===== src/rtl/hilo_muldiv_ctrl.sv =====
`default_nettype none
// ============================================================================
// Module      : hilo_muldiv_ctrl
// Description : HI/LO write sequencer for the MIPS core. Accepts
//               MULT/MULTU/DIV/DIVU/MTHI/MTLO from EX, runs a registered
//               multiplier or an iterative radix-2 restoring divider, and
//               issues registered one-cycle HI/LO writes. Requests a pipeline
//               stall while an operation is in flight.
// Ports       : clk, resetn (async, active low)
//               op_valid, op_code[2:0], src_a, src_b, flush   (from EX)
//               op_ready, stall_req                          (to pipeline)
//               hi_we, hi_wdata, lo_we, lo_wdata, done       (to HI/LO file)
// Revision    : 1.0 - initial release
// ============================================================================
module hilo_muldiv_ctrl #(
    parameter int DATA_W = 32
) (
    input  logic              clk,
    input  logic              resetn,
    input  logic              op_valid,
    input  logic [2:0]        op_code,
    input  logic [DATA_W-1:0] src_a,
    input  logic [DATA_W-1:0] src_b,
    input  logic              flush,
    output logic              op_ready,
    output logic              stall_req,
    output logic              hi_we,
    output logic [DATA_W-1:0] hi_wdata,
    output logic              lo_we,
    output logic [DATA_W-1:0] lo_wdata,
    output logic              done
);

    localparam int CNT_W = (DATA_W > 1) ? $clog2(DATA_W) : 1;
    localparam int PW    = 2 * DATA_W + 2;

    localparam logic [2:0] OP_MULT  = 3'd0;
    localparam logic [2:0] OP_MULTU = 3'd1;
    localparam logic [2:0] OP_DIV   = 3'd2;
    localparam logic [2:0] OP_DIVU  = 3'd3;
    localparam logic [2:0] OP_MTHI  = 3'd4;
    localparam logic [2:0] OP_MTLO  = 3'd5;

    localparam logic [2:0] S_IDLE = 3'd0;
    localparam logic [2:0] S_MUL  = 3'd1;
    localparam logic [2:0] S_DIV  = 3'd2;
    localparam logic [2:0] S_FIX  = 3'd3;
    localparam logic [2:0] S_WB   = 3'd4;

    logic [2:0]        state_q, state_d;
    logic [CNT_W-1:0]  cnt_q, cnt_d;
    logic [DATA_W-1:0] a_q, a_d;        // raw src_a (multiplicand / dividend)
    logic [DATA_W-1:0] b_q, b_d;        // multiplier, or divisor magnitude
    logic              sgn_q, sgn_d;    // signed multiply
    logic [DATA_W-1:0] rem_q, rem_d;
    logic [DATA_W-1:0] quot_q, quot_d;  // dividend magnitude shifting out, quotient in
    logic              negq_q, negq_d;
    logic              negr_q, negr_d;
    logic              hi_we_q, hi_we_d;
    logic              lo_we_q, lo_we_d;
    logic              done_q, done_d;
    logic [DATA_W-1:0] hi_wdata_q, hi_wdata_d;
    logic [DATA_W-1:0] lo_wdata_q, lo_wdata_d;

    logic              w_accept;
    logic              w_div_signed;
    logic              w_a_neg;
    logic              w_b_neg;
    logic [DATA_W-1:0] w_a_mag;
    logic [DATA_W-1:0] w_b_mag;
    logic [DATA_W:0]   w_rem_sh;
    logic [DATA_W:0]   w_diff;
    logic              w_ge;
    logic signed [DATA_W:0] w_ma;
    logic signed [DATA_W:0] w_mb;
    logic signed [PW-1:0]   w_prod;

    assign op_ready  = (state_q == S_IDLE);
    assign stall_req = (state_q != S_IDLE) | (op_valid & ~flush & (op_code < OP_MTHI));
    assign w_accept  = op_valid & op_ready & ~flush & (op_code <= OP_MTLO);

    assign hi_we    = hi_we_q;
    assign lo_we    = lo_we_q;
    assign done     = done_q;
    assign hi_wdata = hi_wdata_q;
    assign lo_wdata = lo_wdata_q;

    // Operand magnitudes for the divider (DIVU keeps raw operands)
    assign w_div_signed = (op_code == OP_DIV);
    assign w_a_neg      = w_div_signed & src_a[DATA_W-1];
    assign w_b_neg      = w_div_signed & src_b[DATA_W-1];
    assign w_a_mag      = w_a_neg ? -src_a : src_a;
    assign w_b_mag      = w_b_neg ? -src_b : src_b;

    // Restoring step: shift next dividend bit into the partial remainder and
    // trial-subtract; the top bit of the (DATA_W+1)-bit difference is the borrow.
    assign w_rem_sh = {rem_q, quot_q[DATA_W-1]};
    assign w_diff   = w_rem_sh - {1'b0, b_q};
    assign w_ge     = ~w_diff[DATA_W];

    // One extra bit per operand lets a single signed multiplier serve MULTU
    assign w_ma   = {sgn_q & a_q[DATA_W-1], a_q};
    assign w_mb   = {sgn_q & b_q[DATA_W-1], b_q};
    assign w_prod = PW'(w_ma) * PW'(w_mb);

    always_comb begin
        state_d    = state_q;
        cnt_d      = cnt_q;
        a_d        = a_q;
        b_d        = b_q;
        sgn_d      = sgn_q;
        rem_d      = rem_q;
        quot_d     = quot_q;
        negq_d     = negq_q;
        negr_d     = negr_q;
        hi_we_d    = 1'b0;
        lo_we_d    = 1'b0;
        done_d     = 1'b0;
        hi_wdata_d = hi_wdata_q;
        lo_wdata_d = lo_wdata_q;

        case (state_q)
            S_IDLE: begin
                if (w_accept) begin
                    case (op_code)
                        OP_MULT, OP_MULTU: begin
                            a_d     = src_a;
                            b_d     = src_b;
                            sgn_d   = (op_code == OP_MULT);
                            state_d = S_MUL;
                        end
                        OP_DIV, OP_DIVU: begin
                            a_d     = src_a;
                            b_d     = w_b_mag;
                            quot_d  = w_a_mag;
                            rem_d   = '0;
                            cnt_d   = '0;
                            negq_d  = w_a_neg ^ w_b_neg;
                            negr_d  = w_a_neg;
                            state_d = S_DIV;
                        end
                        OP_MTHI: begin
                            hi_wdata_d = src_a;
                            hi_we_d    = 1'b1;
                            done_d     = 1'b1;
                            state_d    = S_WB;
                        end
                        OP_MTLO: begin
                            lo_wdata_d = src_a;
                            lo_we_d    = 1'b1;
                            done_d     = 1'b1;
                            state_d    = S_WB;
                        end
                        default: ;
                    endcase
                end
            end
            S_MUL: begin
                if (flush) begin
                    state_d = S_IDLE;
                end else begin
                    hi_wdata_d = w_prod[2*DATA_W-1:DATA_W];
                    lo_wdata_d = w_prod[DATA_W-1:0];
                    hi_we_d    = 1'b1;
                    lo_we_d    = 1'b1;
                    done_d     = 1'b1;
                    state_d    = S_WB;
                end
            end
            S_DIV: begin
                if (flush) begin
                    state_d = S_IDLE;
                end else begin
                    rem_d  = w_ge ? w_diff[DATA_W-1:0] : w_rem_sh[DATA_W-1:0];
                    quot_d = {quot_q[DATA_W-2:0], w_ge};
                    cnt_d  = cnt_q + CNT_W'(1);
                    if (cnt_q == CNT_W'(DATA_W - 1)) begin
                        state_d = S_FIX;
                    end
                end
            end
            S_FIX: begin
                if (flush) begin
                    state_d = S_IDLE;
                end else begin
                    // Divide by zero: HI returns the dividend, LO all ones
                    if (b_q == '0) begin
                        hi_wdata_d = a_q;
                        lo_wdata_d = '1;
                    end else begin
                        hi_wdata_d = negr_q ? -rem_q : rem_q;
                        lo_wdata_d = negq_q ? -quot_q : quot_q;
                    end
                    hi_we_d = 1'b1;
                    lo_we_d = 1'b1;
                    done_d  = 1'b1;
                    state_d = S_WB;
                end
            end
            S_WB: begin
                // Write outputs are already registered; flush cannot cancel here
                state_d = S_IDLE;
            end
            default: begin
                state_d = S_IDLE;
            end
        endcase
    end

    always_ff @(posedge clk or negedge resetn) begin
        if (!resetn) begin
            state_q    <= S_IDLE;
            cnt_q      <= '0;
            a_q        <= '0;
            b_q        <= '0;
            sgn_q      <= 1'b0;
            rem_q      <= '0;
            quot_q     <= '0;
            negq_q     <= 1'b0;
            negr_q     <= 1'b0;
            hi_we_q    <= 1'b0;
            lo_we_q    <= 1'b0;
            done_q     <= 1'b0;
            hi_wdata_q <= '0;
            lo_wdata_q <= '0;
        end else begin
            state_q    <= state_d;
            cnt_q      <= cnt_d;
            a_q        <= a_d;
            b_q        <= b_d;
            sgn_q      <= sgn_d;
            rem_q      <= rem_d;
            quot_q     <= quot_d;
            negq_q     <= negq_d;
            negr_q     <= negr_d;
            hi_we_q    <= hi_we_d;
            lo_we_q    <= lo_we_d;
            done_q     <= done_d;
            hi_wdata_q <= hi_wdata_d;
            lo_wdata_q <= lo_wdata_d;
        end
    end

endmodule
`default_nettype wire


===== config.mk =====
export PLATFORM = sky130hd
export DESIGN_NAME = hilo_muldiv_ctrl
export DESIGN_NICKNAME = d
export VERILOG_FILES = /design/src/rtl/hilo_muldiv_ctrl.sv
export SDC_FILE = /design/constraint.sdc
export NUM_CORES = 2
export LEC_CHECK = 0
export ABC_AREA = 1
export BUFFER_PORTS_ARGS = -buffer_cell sky130_fd_sc_hd__buf_4
export CAP_MARGIN = 30
export CORE_UTILIZATION = 60
export DETAILED_ROUTE_END_ITERATION = 10
export PLACE_DENSITY_LB_ADDON = 0.08
export SETUP_SLACK_MARGIN = 0.05
export SYNTH_ARGS = -nofsm -noshare
export SYNTH_HDL_FRONTEND = slang
export SYNTH_SLANG_ARGS = --single-unit

===== constraint.sdc =====
create_clock -name clk -period 9.7 [get_ports clk]
set_input_delay 0 -clock clk [delete_from_list [all_inputs] [get_ports clk]]
set_output_delay 0 -clock clk [all_outputs]
set_load 0.02 [all_outputs]

==> results by group <==
Synthesis
  – Share of the synthesized area in the top cell type: between 40 and 50%
  – Post-Synth XOR/XNOR Area: 1.22%
  – EDFF count, synth: 0
  – Largest area contributor in the synthesized netlist: fa_1
  – Synthesized area per cell: 7.41 µm²
  – Post-Synth Adder-Cell Area: ~46%
  – Cells after Synth: ~7,500
  – Cell Area, Synth: 55,800 µm²
  – Area contributors post-synth: fa_1 (40%), nand2_1 (14%), inv_1 (13%)
  – Mapped Nets: ~9,000
  – Primary FF master, synth: dfrtp_1
  – #FFs+latches synth: 206
  – Post-synthesis cell type count: between 50 and 60
  – Ys Warns: 0
  – Sequential element share of the synthesized area: 9.24%
  – Mux cell area share after synthesis: 0.0403%
  – Simple-gate share of the synthesized area: 21.6%
  – Asr flop ratio synth: 100%
  – Main combinational cell family by area after synthesis: adder cells
  – Synth Area in Compound Gates: 6.03%

Die
  – Cell row count: approximately 110
  – Starting Density: 60.7%
  – Horiz. Die Dim: 307 µm
  – Die footprint: about 94,000 µm²
  – I/O pins: 140
  – Die Y-Extent: 307 µm
  – Core Area: slightly above 90,000 µm²

Setup path
  – Setup CP Type: flip-flop to flip-flop
  – R2R depth: 23
  – Worst EP required: 10.25 ns
  – R2r setup slk: 1.00 ns
  – Crit path DAT: 9.25 ns
  – Endpoint class of the critical path: flip-flop
  – CP Launch Type: flip-flop
  – Critical path fanouts, max: 17

Run status
  – Failing checks: hold timing
  – Outcome: complete, but fails checks

Global route
  – GRT Util Overall: 42.5%
  – Remaining Overflow, GRT: 0
  – First-pass GRT wire length: 300 mm
  – Initial antenna violation count: 7
  – Vias in the first global route: 50,500
  – Largest net degree at the start of global routing: around 90

Routing
  – DRT antenna net count: 0
  – Vias post-DR: between 40,000 and 50,000
  – DR pass1 iterations: 6
  – Final wirelength: slightly below 200 mm
  – Via/cell ratio: between 5 and 6
  – Residual DRC count: 0
  – Drt initial violations: ~5,200
  – Routed len/inst: about 22 µm

Timing
  – Final Skew: 0.0174 ns
  – Min Tclk post-route: 8.70 ns
  – Slew Limit Headroom: between 20% and 30%
  – Final Hold Viols: 3
  – Tcrit/Tclk final: 89.7%
  – Setup TNS: 0 ns
  – Slew Viols, Final: 0
  – Fin Hold WS: -0.0299 ns
  – RSZ-0062 raised after global routing: no
  – Slew @ Worst Pin: around 1.1 ns
  – Final WS setup: roughly 1.0 ns
  – FMAX: 115 MHz
  – Final setup vio count: 0

Placement
  – DP HPWL: 164 mm
  – Buffers added on ports: 139
  – Routability Congestion: ~1.1
  – Pre-CTS setup slack: approximately 1.2 ns
  – Post-DP Area: 58,200 µm²

Cells and area
  – Most frequent cells in the layout: nand2_1 (2,028), inv_1 (1,928), fa_1 (1,126), nor2_1 (417), nand3_1 (303)
  – Layout net count: 9,051
  – Footprint of the multi-input gates: approximately 42,000 µm²
  – Commonest non-fill, non-tap cell in the layout: nand2_1
  – Layout cells sized above 1: 5.85%
  – Storage cell area: between 5000 and 6000 µm²
  – # fillers: just over 8,000
  – Area Growth Syn to Fin: 7.70%
  – Post-Layout Inst Area: 60,100 µm²

Clocking
  – Clk buf depth: 3
  – Clk_lat worst skew: between 0.6 and 0.7 ns
  – Num CTS Buffers: 27
  – Root Driver: clkbuf_16
  – Clk pin slew, worst setup/hold paths: 0.07 ns
  – CTS tree: done
  – Sink Count: 206
  – H-tree lvl count: 1
  – Post-CTS Setup Inserts: 0

Hold path
  – Worst Hold Class: primary input to async pin

Run
  – Max-Cap Viols: 0
## critical path, stage by stage (launching register included)
cell and delay (ns):
dfrtp_1 1.04, inv_1 0.23, nor2_1 0.29, fa_1 0.51
fa_1 0.55, fa_1 0.47, inv_1 0.44, fa_1 0.52
inv_1 0.09, fa_1 0.44, fa_1 0.53, fa_1 0.50
inv_1 0.05, fa_1 0.49, inv_1 0.05, ha_1 0.51
nand2_1 0.17, nor2_1 0.21, nand2_1 0.18, nor2_1 0.47
nand3_1 0.32, nand4_1 0.18, nand3_1 0.15, a21oi_1 0.20
## path summary, 6_finish.rpt
| check | from | end |
|---|---|---|
| max reg2reg | b_q[4] | hi_wdata[15] |
| min in group clk | src_b[7] | b_q[7] |
| min | resetn | lo_wdata[20] |
| min reg2reg | lo_wdata[8] | lo_wdata[8] |
| max | b_q[4] | hi_wdata[15] |
| max in group asynchronous | resetn | b_q[1] |
## registers in the layout, indices dropped and copies added (netlist names), 3 cells and up
| signal | cells |
|---|---|
| cnt_q | 5 |
| state_q | 3 |
| rem_q | 32 |
| lo_wdata | 32 |
| a_q | 32 |
| hi_wdata | 32 |
| b_q | 32 |
| quot_q | 32 |
## layout make-up
| cell class | instances | share of cell area [%] |
|---|---|---|
| well taps | 1243 | 2.59 |
| inverters | 1955 | 12.2 |
| repair buffers | 385 | 5.43 |
| multi-input cells | 5025 | 69.7 |
| clock inverters | 18 | 0.314 |
| flip-flops and latches | 206 | 8.58 |
| clock buffers | 32 | 1.22 |
| diodes | 1 | 0.00416 |
## per-layer routing
metal / track usage [%] / part of all wire (%)
met5: 0 / 0.028
met4: 17.2 / 4.7
met3: 9.98 / 11
met2: 66.3 / 45
met1: 57.3 / 39
## timing repair
item / 4_1_cts / 5_1_grt
hold buffers: 94 / 0
resized for setup: 0 / 0
endpoints found under the hold margin: 272 / 0
## cell families (layout without fill, tap and decap cells)
| kind of cell | Yosys count | in the layout |
|---|---|---|
| adders and majority gates | 1380 | 1380 |
| AOI/OAI and AO/OA | 609 | 609 |
| other | 0 | 1 |
| muxes | 2 | 2 |
| xor gates and xnor gates | 78 | 78 |
| buffers and inverters | 2303 | 2390 |
| and+or+nand+nor | 2956 | 2956 |
| DFF | 206 | 206 |
## cells in the mapped netlist, types with 7 or more instances
master / number
ha_1: 254
a22oi_1: 27
nor3_1: 31
o21ai_1: 43
o31ai_1: 7
a21o_1: 8
inv_2: 25
o21ai_0: 205
xor2_1: 44
buf_4: 8
nand3_1: 303
clkbuf_1: 272
nand3b_1: 15
xnor2_1: 34
inv_1: 1928
a21oi_1: 239
nand2_1: 2030
fa_1: 1126
buf_1: 13
nand4_1: 65
o21bai_1: 28
nor4_1: 12
nor2_2: 21
nor2_1: 417
nand2_2: 14
dfrtp_1: 206
or2_2: 18
buf_2: 45
buf_6: 10
a21boi_0: 7
o211ai_1: 14
## through the flow
step / util, % / cells
after CTS: 65.4 / 8862
final: 65.4 / 8865
after global routing: 65.4 / 8864
after detailed placement: 63.3 / 8718
after global placement: 63.2 / 8714
after floorplan: - / 7534
Power is not shown: default switching activity piles up to over one toggle a cycle in this logic, so the estimate is an artifact.
